<file path="config.mk">
export PLATFORM = sky130hd
export DESIGN_NAME = instr_fetch_unit_flat
export DESIGN_NICKNAME = d
export VERILOG_FILES = /design/src/rtl/instr_fetch_unit_if.sv /design/src/rtl/instr_fetch_unit.sv /design/src/flat_wrapper.sv
export SDC_FILE = /design/constraint.sdc
export NUM_CORES = 1
export LEC_CHECK = 0
export BUFFER_PORTS_ARGS = -buffer_cell sky130_fd_sc_hd__buf_4
export CELL_PAD_IN_SITES_DETAIL_PLACEMENT = 1
export CELL_PAD_IN_SITES_GLOBAL_PLACEMENT = 1
export CORE_MARGIN = 3
export CORE_UTILIZATION = 37
export CTS_BUF_LIST = sky130_fd_sc_hd__clkbuf_4
export DETAILED_ROUTE_END_ITERATION = 10
export GPL_ROUTABILITY_DRIVEN = 0
export PLACE_DENSITY_LB_ADDON = 0.1
export SYNTH_ARGS = -nofsm -noshare
export SYNTH_HDL_FRONTEND = slang
export SYNTH_SLANG_ARGS = --single-unit
</file>
<file path="constraint.sdc">
create_clock -name clk -period 3.8 [get_ports clk]
set_input_delay 1.14 -clock clk [delete_from_list [all_inputs] [get_ports clk]]
set_output_delay 1.14 -clock clk [all_outputs]
set_load 0.005 [all_outputs]
</file>
<file path="src/rtl/instr_fetch_unit_if.sv">
// Instruction-memory request/valid bus between the fetch unit (master) and imem (slave).
interface instr_fetch_unit_if;
    logic        imem_req;
    logic [31:0] imem_addr;
    logic        imem_rvalid;
    logic [31:0] imem_rdata;

    modport master (
        output imem_req,
        output imem_addr,
        input  imem_rvalid,
        input  imem_rdata
    );

    modport slave (
        input  imem_req,
        input  imem_addr,
        output imem_rvalid,
        output imem_rdata
    );
endinterface

</file>
<file path="src/rtl/instr_fetch_unit.sv">
// Program counter owner: fetches one instruction at a time and holds it for the decoder until retire.
// Optional retired-instruction counter enabled by defining INSTR_COUNT_EN.
module instr_fetch_unit #(
    parameter logic [31:0] RESET_PC     = 32'h0000_0000,
    parameter int unsigned IMEM_TIMEOUT = 255
) (
    input  logic                       clk,
    input  logic                       rst_n,
    instr_fetch_unit_if.master         imem,
    output logic [31:0]                Instr,
    output logic                       InstrValid,
    output logic [31:0]                PCOut,
    output logic [31:0]                PCPlus4,
    input  logic                       Retire,
    input  logic                       Jump,
    input  logic                       Branch,
    input  logic                       Zero,
    input  logic [31:0]                SignImm,
    output logic                       FetchFault,
    output logic [31:0]                RetireCount
);

    localparam logic [1:0] FETCH_ARM = 2'd0;
    localparam logic [1:0] FETCH     = 2'd1;
    localparam logic [1:0] ISSUE     = 2'd2;
    localparam logic [1:0] HALT      = 2'd3;

    // Last wait-count value before the timeout fires on the next missing rvalid.
    localparam logic [7:0] WAIT_LAST = 8'(IMEM_TIMEOUT - 1);

    logic [1:0]  state;
    logic [31:0] pc;
    logic [7:0]  wait_cnt;
    logic [31:0] next_pc;
    logic        retire_ok;

    assign retire_ok  = (state == ISSUE) && Retire;

    // Request is gated by rst_n so it drops immediately while reset is held.
    assign imem.imem_req  = (state == FETCH) && rst_n;
    assign imem.imem_addr = pc;
    assign InstrValid     = (state == ISSUE);

    always_comb begin
        PCPlus4 = PCOut + 32'd4;
        if (Jump)
            next_pc = {PCPlus4[31:28], Instr[25:0], 2'b00};
        else if (Branch && Zero)
            next_pc = PCPlus4 + (SignImm << 2);
        else
            next_pc = PCPlus4;
    end

    always_ff @(posedge clk) begin
        if (!rst_n) begin
            state      <= FETCH_ARM;
            pc         <= RESET_PC;
            Instr      <= '0;
            PCOut      <= RESET_PC;
            wait_cnt   <= '0;
            FetchFault <= 1'b0;
        end else begin
            case (state)
                FETCH_ARM: state <= FETCH;
                FETCH: begin
                    if (imem.imem_rvalid) begin
                        Instr    <= imem.imem_rdata;
                        PCOut    <= pc;
                        wait_cnt <= '0;
                        state    <= ISSUE;
                    end else if (wait_cnt == WAIT_LAST) begin
                        FetchFault <= 1'b1;
                        state      <= HALT;
                    end else begin
                        wait_cnt <= wait_cnt + 8'd1;
                    end
                end
                ISSUE: begin
                    if (Retire) begin
                        pc    <= next_pc;
                        state <= FETCH;
                    end
                end
                HALT:    state <= HALT;
                default: state <= FETCH_ARM;
            endcase
        end
    end

`ifdef INSTR_COUNT_EN
    logic [31:0] retire_cnt;

    always_ff @(posedge clk) begin
        if (!rst_n)
            retire_cnt <= '0;
        else if (retire_ok)
            retire_cnt <= retire_cnt + 32'd1;
    end

    assign RetireCount = retire_cnt;
`else
    logic unused_retire_ok;
    assign unused_retire_ok = retire_ok;
    assign RetireCount      = '0;
`endif

endmodule

</file>
<file path="src/flat_wrapper.sv">
// flat-port wrapper written by rule: the top's interface ports become plain ports
module instr_fetch_unit_flat 
#(
    parameter logic [31:0] RESET_PC     = 32'h0000_0000,
    parameter int unsigned IMEM_TIMEOUT = 255
)
  (clk, rst_n, Instr, InstrValid, PCOut, PCPlus4, Retire, Jump, Branch, Zero, SignImm, FetchFault, RetireCount, imem_imem_req, imem_imem_addr, imem_imem_rvalid, imem_imem_rdata);
  instr_fetch_unit_if imem_i ();
  input  logic clk;
  input  logic rst_n;
  output logic [31:0] Instr;
  output logic InstrValid;
  output logic [31:0] PCOut;
  output logic [31:0] PCPlus4;
  input  logic Retire;
  input  logic Jump;
  input  logic Branch;
  input  logic Zero;
  input  logic [31:0] SignImm;
  output logic FetchFault;
  output logic [31:0] RetireCount;
  output wire logic [$bits(imem_i.imem_req)-1:0] imem_imem_req;
  output wire logic [$bits(imem_i.imem_addr)-1:0] imem_imem_addr;
  input wire logic [$bits(imem_i.imem_rvalid)-1:0] imem_imem_rvalid;
  input wire logic [$bits(imem_i.imem_rdata)-1:0] imem_imem_rdata;
  assign imem_imem_req = imem_i.imem_req;
  assign imem_imem_addr = imem_i.imem_addr;
  assign imem_i.imem_rvalid = imem_imem_rvalid;
  assign imem_i.imem_rdata = imem_imem_rdata;
  instr_fetch_unit #(.RESET_PC(RESET_PC), .IMEM_TIMEOUT(IMEM_TIMEOUT)) u_core (.clk(clk), .rst_n(rst_n), .imem(imem_i), .Instr(Instr), .InstrValid(InstrValid), .PCOut(PCOut), .PCPlus4(PCPlus4), .Retire(Retire), .Jump(Jump), .Branch(Branch), .Zero(Zero), .SignImm(SignImm), .FetchFault(FetchFault), .RetireCount(RetireCount));
endmodule
</file>
==> results.txt, run 1 <==
Vias in the first global route: 7,268
Clk_skew: 0.0282 ns
Post-synth EDFFs: 0
Initial DRT Pass Iterations: 5
Synthesized area: 6880 µm²
Most used cell along the critical path: buf_4
Layout cells sized above 1: 0.279
Final hold vios: 0
Placed inst area: 8900 µm²
Power share of the clock group: 0.280
Wire per inst: 18.9 µm
Crit-path max FO: 6
Final number of setup-violating endpoints: 0
Dpl hpwl: 19,900 µm
Gr usage total: 0.247
Area Growth Syn to Fin: 32.2%
CTS sink count: 107
Htree depth: 3
Count of final max-slew check failures: 0
DR iter-0 viols: 384
Cells along the critical path: and4_1 > buf_6 > nand4_4 > or3_4 > inv_2 > nand2_1 > xnor2_2 > buf_4 > buf_4
Finished Cell Area: 9100 µm²
Critical Path Start Type: register
Commonest non-fill, non-tap cells in the layout: buf_4, nand2_1, dfxtp_1
Reg2Reg Depth: 15
Final critical-path share of the clock period: 0.963
Initial antenna violation count: 1
Routed via count: 7,180
Worst slew pin tran: 0.779 ns
Ys Warns: 0
Outcome: complete, no violations
DRC: 0
Max-slew headroom: 0.481
Req. time, crit path: 2.66 ns
First-pass GRT wire length: 39,800 µm
Part of the power in combinational logic: 0.173
Internal: 1.47 mW
Max IR drop VDD: 0.000152 V
Slowest-stage cell, CP: dfxtp_4
Grt total ovfl: 0
IO Port Bufs: 199
Clock slew at reported path FFs: 0.19 ns
Via density per instance: 5.29
Net Sw Frac: 0.311
Seq cells post-synth: 107
Reg2reg end: u_core.imem.imem_addr[28]
Hold Slack: 0.465 ns
Core area: 18,100 µm²
FFs w/ async S/R, synth: 0
Worst Hold Depth: 2
Max Cap Viol: 0
Worst Setup EP: PCPlus4[27]
Psw: 0.665 mW
Initial Util: 0.379
PwrDens: 235 nW/µm²
Most common cell after layout, fill and taps aside: buf_4
Clock Latency Late Sink: 0.50 ns
Clock root buffer: clkbuf_4
R2R setup slack: 0.28 ns
Tmin final: 3.66 ns
CP arrival: 2.52 ns
Post-synthesis cell type count: 67
Total die area: 20,300 µm²
Top Ports: 234
Fmax: 273 MHz
Synth Instances: 893
Layout Nets: 1,234
Total wire length: 25,700 µm
Final ANT Viol Nets: 0
Synth Area per Inst: 7.71 µm²
Worst setup path startpoint: u_core.PCOut[5]
Critical path type: register to output port
Rows: 49
Leak: 4.16 nW
Clock Path Buffers: 2
Post-synth top flop: dfxtp_1
Die Wd: 142 µm
RR Startpoint: u_core.PCOut[2]
Worst hold-check path type: register to register
Sequential share of the synthesized area: 0.311
CTS Buf Count: 9
DIE HEIGHT: 142 µm
CTS tree: built
CP Capture Type: output port
Sequential share of power: 0.547
Sum Neg Setup Slack: 0 ns
Fillers: 2,309
Total power: 2.14 mW
CP peak stage delay: 0.42 ns
Largest net degree at the start of global routing: 39
## Yosys cell counts, types with 2 or more instances
library cell	number	area, µm²
a211oi_1	4	30.0
a21boi_0	10	75.1
a21boi_1	56	420
a21o_1	16	120
a21oi_1	40	200
a221o_1	2	20.0
a221oi_1	3	26.3
a22o_1	3	26.3
a311oi_1	2	17.5
a311oi_2	2	30.0
a31oi_1	8	50.1
and2_1	12	75.1
and3_1	11	68.8
and4_1	6	52.6
buf_1	5	18.8
buf_2	4	20.0
buf_4	34	255
clkbuf_1	39	146
dfxtp_1	107	2140
ha_1	39	488
inv_1	13	48.8
nand2_1	199	747
nand3_1	26	130
nand3b_1	2	15.0
nand4_1	14	87.6
nor2_1	39	146
nor2b_1	12	75.1
nor3_1	10	50.1
nor4_1	2	12.5
o211ai_1	8	60.1
o21a_1	7	52.6
o21ai_0	29	145
o21ai_1	23	115
o21bai_1	2	15.0
o221ai_1	11	96.3
o22ai_1	4	25.0
o311ai_1	2	17.5
o31ai_1	2	15.0
or3_1	5	31.3
xnor2_1	31	272
xor2_1	23	201
## worst min-delay path by stage
stage	slack, ns	end	from
2_1_floorplan	0.45	u_core.Instr[26]	u_core.Instr[26]
5_1_grt	0.50	u_core.Instr[31]	u_core.Instr[31]
3_3_place_gp	0.44	u_core.Instr[31]	u_core.Instr[31]
3_5_place_dp	0.45	u_core.Instr[31]	u_core.Instr[31]
6_report	0.46	u_core.Instr[31]	u_core.Instr[31]
4_1_cts	0.47	u_core.Instr[31]	u_core.Instr[31]
## state kept, by name (all words and copies together), names as in the netlist
name	flops
u_core.Instr	32
u_core.FetchFault	1
u_core.PCOut	32
u_core.state	2
u_core.wait_cnt	8
u_core.imem.imem_addr	32
## per-layer routing
metal / routed length [µm] / GRT usage / up-vias
met5: 0 / 0 / -
met4: 243 / 0.0430 / 0
met3: 1340 / 0.0470 / 18
met2: 12000 / 0.409 / 187
met1: 12100 / 0.340 / 3461
li1: - / - / 3514
## final cells by class
class / count / area (µm²) / share of cell area
flip-flops and latches: 107 / 2150 / 0.236
well taps: 229 / 287 / 0.0315
repair buffers: 270 / 2060 / 0.226
clock buffers: 11 / 82.6 / 0.00907
diodes: 1 / 2.50 / 0.000275
inverters: 14 / 52.6 / 0.00577
multi-input cells: 721 / 4430 / 0.486
clock inverters: 5 / 47.5 / 0.00522
## kinds of logic (layout without fill, tap and decap cells)
group           Yosys count  count (layout)  synth area share
mux                       1               1           0.00145
xor+xnor                 55              55            0.0711
fa+ha+maj                40              40            0.0738
other cells               1              33          0.000545
flops                   107             107             0.311
buf+inv                  96             300            0.0716
simple gates            346             346             0.226
compound gates          247             247             0.244
## power by group through the flow
stage                     Combinational [mW]  Sequential, mW  Clock [mW]
after floorplan                        0.212            1.19           0
after global placement                 0.366            1.20           0
after detailed placement               0.371            1.20           0
after CTS                              0.372            1.17       0.626
after global routing                   0.410            1.18       0.665
final                                  0.370            1.17       0.598
## critical path, delay by kind of cell, from the launching register on
kind | cells | cell delay, ns
AND/OR/NAND/NOR | 4 | 0.91
flip-flops | 1 | 0.42
XOR/XNOR | 1 | 0.16
buffers and inverters | 4 | 0.52
## repair_timing
item / 4_1_cts / 5_1_grt
hold buffers: 0 / 0
setup buffers: 0 / 0
pin swaps: 0 / 0
setup endpoints to repair: 4 / 14
resized for setup: 3 / 15
## stage by stage
stage	utilization	setup slack (ns)	instances
final	0.502	0.142	1358
after global routing	0.502	-0.000111	1358
after CTS	0.498	-0.0640	1357
after detailed placement	0.491	0.0536	1341
after global placement	0.491	0.0566	1341
after floorplan	-	0.449	924
No activity file was read; power rests on OpenSTA's default activity.
==> inputs of run 2 (changes only) <==
- CELL_PAD_IN_SITES_DETAIL_PLACEMENT: 1 -> default
- CELL_PAD_IN_SITES_GLOBAL_PLACEMENT: 1 -> default
- CORE_UTILIZATION: 37 -> 53
- PLACE_DENSITY: default -> 0.81
- PLACE_DENSITY_LB_ADDON: 0.1 -> default
- TNS_END_PERCENT: default -> 50
==> run 2 against run 1 <==
Routed wire length decreased by 17%. Largest power group unchanged. Worst setup slack got worse by 0.035 ns. Fmax decreased by 0.95%. Core utilization increased by 20 points.
==> results.txt, run 2 (synthesized netlist as in run 1, its figures left out) <==
Tmin final: 3.69 ns (+0.0349 ns)
Die Wd: 120 µm (-16%)
CP Capture Type: output port
Clock slew at reported path FFs: 0.18 ns (about the same)
Fmax: 271 MHz (-0.95%)
Core area: 12,700 µm² (-30%)
Gr usage total: 0.295 (+0.0476)
DRC: 0 (unchanged)
DR iter-0 viols: 575 (+50%)
Clock root buffer: clkbuf_4
Req. time, crit path: 2.66 ns (about the same)
Max IR drop VDD: 0.000243 V (+60%)
Post-CTS Hold Buffers: 0 (unchanged)
Placed Cells: 1,261 (-6.0%)
ANT cells: 0 (-1)
Initial Util: 0.543 (+0.164)
Count of final max-slew check failures: 0 (unchanged)
Top Family by Delay on Critical Path: simple AND/OR/NAND/NOR gates
Finished Cell Area: 8860 µm² (-2.7%)
Fin util: 0.699 (+0.197)
Sum Neg Setup Slack: 0 ns (unchanged)
Critical path type: register to output port
Initial antenna violation count: 0 (-1)
Post-Place Worst Slack: 0.160 ns (+0.106 ns)
Part of the power in combinational logic: 0.171 (-0.002)
Power share of the clock group: 0.266 (-0.014)
Area Growth Syn to Fin: 28.7%
Clock Latency Late Sink: 0.51 ns (about the same)
Commonest non-fill, non-tap cells in the layout: buf_4, nand2_1, dfxtp_1
Htree depth: 3 (unchanged)
CP Depth: 9 (unchanged)
Grt total ovfl: 0 (unchanged)
Crit-path max FO: 6 (unchanged)
Final hold vios: 0 (unchanged)
Placed inst area: 8660 µm² (-2.7%)
Wire per inst: 16.7 µm (-12%)
Final number of setup-violating endpoints: 0 (unchanged)
PwrDens: 235 nW/µm² (about the same)
First-pass GRT wire length: 34,300 µm (-14%)
Total power: 2.08 mW (-2.8%)
Final ANT Viol Nets: 0 (unchanged)
Layout Nets: 1,215 (-1.5%)
Worst hold-check path type: register to register
Clock Path Buffers: 2 (unchanged)
Initial DRT Pass Iterations: 6 (+1)
Via density per instance: 5.63 (+6.4%)
Total wire length: 21,400 µm (-17%)
Worst slew pin tran: 0.733 ns (-0.0457 ns)
IO Port Bufs: 199 (unchanged)
CTS Buf Count: 9 (unchanged)
CTS tree: built
Net Sw Frac: 0.303 (-0.00797)
Worst setup margin: 0.107 ns (-0.0349 ns)
Max-slew headroom: 0.509 (+0.0287)
Reg2Reg Depth: 15 (unchanged)
Dpl hpwl: 16,100 µm (-19%)
Hold Slack: 0.462 ns (-0.00279 ns)
Vias in the first global route: 6,691 (-7.9%)
Largest net degree at the start of global routing: 69 (+77%)
CP arrival: 2.55 ns (+0.03 ns)
Layout cells sized above 1: 0.265 (-0.0142)
RSZ-0062 raised after global routing: yes
Clk_skew: 0.0238 ns (-0.00444 ns)
Worst Path Buf+Inv: 4 (unchanged)
DIE HEIGHT: 120 µm (-16%)
Rows: 41 (-16%)
Slowest-stage cell, CP: or3_4
Most used cell along the critical path: buf_4
CTS sink count: 107 (unchanged)
CP peak stage delay: 0.42 ns (about the same)
Critical Path Start Type: register
Cells along the critical path: buf_4 > and4_1 > buf_4 > nand4_2 > or3_4 > inv_2 > nand2_1 > xnor2_2 > buf_4
Most common cell after layout, fill and taps aside: buf_4
Worst Hold Depth: 2 (unchanged)
Leak: 4.06 nW (-2.4%)
Total die area: 14,400 µm² (-29%)
Final critical-path share of the clock period: 0.972 (+0.00919)
Sequential share of power: 0.563 (+0.016)
Finished Layout Cells: 1,281 (-5.7%)
Psw: 0.630 mW (-5.3%)
Routed via count: 7,207 (+0.38%)
Top Ports: 234 (unchanged)
Outcome: complete, no violations
Internal: 1.45 mW (-1.6%)
Max Cap Viol: 0 (unchanged)
run 2: cell count changes in the layout (fill, tap and decap cells not counted), moves of 2 or more:
cell      delta
clkinv_2     +3
buf_4       -18
clkbuf_4     -2
dfxtp_2      +2
run 2: final timing paths:
check	startpoint	to	slack [ns]
max	u_core.PCOut[3]	PCPlus4[27]	0.11
max reg2reg	u_core.PCOut[3]	u_core.imem.imem_addr[28]	0.18
min	u_core.Instr[30]	u_core.Instr[30]	0.46
min reg2reg	u_core.Instr[30]	u_core.Instr[30]	0.46
run 2: power by group through the flow:
stage | Combinational [mW] | Clock (mW) | Sequential [mW]
floorplan | 0.212 | 0 | 1.19
global placement | 0.347 | 0 | 1.19
detailed placement | 0.352 | 0 | 1.19
CTS | 0.353 | 0.571 | 1.17
global route | 0.393 | 0.610 | 1.17
finish | 0.356 | 0.553 | 1.17
run 2: tightest hold or removal path, stage by stage (launching register included):
cell and delay, ns:
dfxtp_1 0.34, nand2_1 0.05, a21boi_1 0.05
run 2: what timing repair did:
item	CTS	global route
setup buffers	0	4
gates resized for setup	4	9
endpoints found under the setup margin	3	7
pin swaps	0	1
run 2: final cells by class:
cell class	count	area, µm²
well taps	172	215
clock inverters	7	52.6
repair buffers	251	1910
clock buffers	9	67.6
flip-flops and latches	107	2150
inverters	14	52.6
multi-input cells	721	4410
fillers	1089	3810
run 2: layer usage:
| metal | vias to the layer above | global-route usage | wire (µm) | part of all wire |
|---|---|---|---|---|
| met1 | 3368 | 0.392 | 9260 | 0.43 |
| met3 | 35 | 0.0815 | 1900 | 0.089 |
| met4 | 0 | 0.0830 | 442 | 0.021 |
| met5 | - | 0 | 0 | 0 |
| li1 | 3483 | - | - | - |
| met2 | 321 | 0.469 | 9800 | 0.46 |
==> inputs of run 3 (changes only) <==
- ABC_AREA: default -> 1
- CORE_MARGIN: 3 -> 2
- CORE_UTILIZATION: 53 -> 54
- CTS_CLUSTER_DIAMETER: default -> 150
- PLACE_DENSITY: 0.81 -> 0.8
==> run 3 against run 2 <==
Synthesized cell count grew 45%. Flip-flop and latch count is the same. Register-to-register slack gained 0.18 ns. Die area grew 8.4%. Sequential power grew 5%. Via count grew 22%. Fmax grew 3.4%. Non-clock buffer count shrank 39.
==> results.txt, run 3 <==
CTS sink count: 107 (unchanged)
Critical path type: register to output port
Clock slew at reported path FFs: 0.17 ns (about the same)
Total power: 2.69 mW (+29%)
Crit-path max FO: 5 (-1)
Post-synthesis cell type count: 45 (-33%)
Dpl hpwl: 20,300 µm (+26%)
Final ANT Viol Nets: 0 (unchanged)
Setup Fix Bufs, Post-CTS: 0 (unchanged)
Layout cells sized above 1: 0.172 (-0.0934)
Sum Neg Setup Slack: 0 ns (unchanged)
Total wire length: 25,300 µm (+18%)
Fmax: 280 MHz (+3.4%)
Via density per instance: 5.31 (-5.7%)
Layout Nets: 1,585 (+30%)
CTS Buf Count: 9 (unchanged)
DRC: 0 (unchanged)
Synth Instances: 1,299 (+45%)
Ys Warns: 0 (unchanged)
Cells along the critical path: ha_1 > inv_1 > nor2_4 > inv_2 > nor2_4 > nand3_2 > xor2_1 > buf_4 > buf_4
Commonest non-fill, non-tap cells in the layout: nand2_1, buf_4, inv_1
Post-synth top flop: dfxtp_1
Most common cell after layout, fill and taps aside: nand2_1
Tmin final: 3.57 ns (-0.121 ns)
Core area: 14,400 µm² (+14%)
Grt total ovfl: 0 (unchanged)
Routed via count: 8,825 (+22%)
Outcome: complete, no violations
CTS tree: built
DR iter-0 viols: 905 (+57%)
Clock Latency Late Sink: 0.48 ns (-0.03 ns)
Slowest-stage cell, CP: dfxtp_1
Synthesized area: 7900 µm² (+15%)
Clk_skew: 0.0263 ns (+0.00254 ns)
List of most frequent post-synthesis cells: nand2_1, inv_1, a21oi_1, dfxtp_1, nand3_1
PwrDens: 281 nW/µm² (+20%)
Htree depth: 3 (unchanged)
Synth area leaders: dfxtp_1, nand2_1, a21oi_1
Vias in the first global route: 7,911 (+18%)
Synth Area in Simple Gates: 0.348 (+0.122)
RR Startpoint: u_core.PCOut[3]
Initial Util: 0.547 (+0.00406)
Leak: 4.81 nW (+19%)
Post-synthesis compound-gate area fraction: 0.149 (-0.0951)
Die Wd: 125 µm (+4.1%)
DIE HEIGHT: 125 µm (+4.1%)
First-pass GRT wire length: 40,200 µm (+17%)
Area Growth Syn to Fin: 20.9%
Mux cell area share after synthesis: 0 (-0.00145)
Max-slew headroom: 0.347 (-0.163)
Most common cell in the synthesized netlist: nand2_1
Count of final max-slew check failures: 0 (unchanged)
Worst slew pin tran: 0.979 ns (+0.245 ns)
Max Cap Viol: 0 (unchanged)
Hold Startpoint: u_core.Instr[30]
Worst hold-check path type: register to register
Total die area: 15,600 µm² (+8.4%)
Sequential share of the synthesized area: 0.271 (-0.0398)
Synth Area per Inst: 6.08 µm² (-21%)
Initial DRT Pass Iterations: 5 (-1)
CP arrival: 2.43 ns (-0.12 ns)
Adder-cell share of the synthesized area: 0.0643 (-0.00945)
IO Port Bufs: 199 (unchanged)
Clock root buffer: clkbuf_4
Critical Path Start Type: register
Final number of setup-violating endpoints: 0 (unchanged)
Synth area leader: dfxtp_1
XOR/XNOR Fraction of Synth Area: 0.0187 (-0.0524)
Max IR drop VDD: 0.000280 V (+15%)
Seq cells post-synth: 107 (unchanged)
Largest net degree at the start of global routing: 55 (-20%)
Worst setup path startpoint: u_core.PCOut[3]
Clock Path Buffers: 2 (unchanged)
FFs w/ async S/R, synth: 0 (unchanged)
CP peak stage delay: 0.48 ns (+0.06 ns)
RSZ-0062 raised after global routing: no
Wire per inst: 15.2 µm (-9.0%)
ANT cells: 0 (unchanged)
Final critical-path share of the clock period: 0.940 (-0.0319)
Post-synth EDFFs: 0 (unchanged)
CP Capture Type: output port
Main combinational cell family by area after synthesis: simple AND/OR/NAND/NOR gates
Gr usage total: 0.318 (+0.0229)
Final hold vios: 0 (unchanged)
Top cell type's share of synthesized area: 0.271 (-0.0398)
Top Ports: 234 (unchanged)
Initial antenna violation count: 0 (unchanged)
Rows: 44 (+7.3%)
Req. time, crit path: 2.66 ns (about the same)
[run 3: cell count changes in the layout (fill, tap and decap cells not counted), moves of 16 or more]
cell | before | now
nand2_1 | 198 | 381
nand3_1 | 24 | 106
o21ai_0 | 29 | 71
a21oi_1 | 39 | 142
a21o_1 | 16 | 0
nor2_1 | 39 | 92
xnor2_1 | 29 | 2
a21boi_1 | 56 | 0
o21ai_1 | 23 | 2
buf_4 | 249 | 212
inv_1 | 13 | 183
[run 3: area by class of cell]
cell class,count,area [µm²]
clock buffer,9,67.6
clock inverter,7,115
sequential,107,2140
timing repair buffer,212,1590
inverter,185,694
tap,184,230
fill,1414,4880
multi-input combinational,959,4710
[run 3: report_power, final]
part / internal, mW / switching, mW
clock network: 0.332 / 0.380
logic: 0.299 / 0.445
registers: 1.18 / 0.0555
total: 1.81 / 0.880
[run 3: logic make-up after synthesis]
kind of cell | count (synthesis)
adders and majority gates | 40
DFF | 107
and+or+nand+nor | 643
buffers and inverters | 264
AOI/OAI and AO/OA | 228
xor gates and xnor gates | 16
other | 1
[run 3: final timing paths]
| kind | to | slack [ns] | cells after the start |
|---|---|---|---|
| setup / recovery | PCPlus4[18] | 0.23 | 9 |
| hold / removal | u_core.Instr[30] | 0.48 | 2 |
| setup reg to reg | u_core.imem.imem_addr[13] | 0.36 | 15 |
| hold reg to reg | u_core.Instr[30] | 0.48 | 2 |
[run 3: stage by stage]
stage               setup WS [ns]  cell area (µm²)   util  hold WS, ns  std cells
floorplan                   0.691             8010      -        0.447       1330
global placement            0.537             9360  0.649        0.448       1647
detailed placement          0.482             9360  0.649        0.456       1647
CTS                         0.274             9550  0.662        0.480       1663
global route               0.0467             9550  0.662        0.508       1663
finish                      0.228             9550  0.662        0.478       1663
[run 3: repair_timing]
item,in CTS,in global routing
resized for setup,0,1
setup endpoints to repair,0,1
hold buffers,0,0
[run 3: worst max-delay path, delay by kind of cell, from the launching register on]
family	cells	cell delay, ns
adder cells (fa/ha/maj)	1	0.23
AND/OR/NAND/NOR	3	0.46
flip-flops	1	0.48
XOR/XNOR	1	0.33
buffers and inverters	4	0.43
[run 3: routing by layer]
layer	global-route usage	part of all wire
met3	0.0717	0.089
met1	0.405	0.41
met4	0.131	0.044
met2	0.521	0.46
met5	0	0
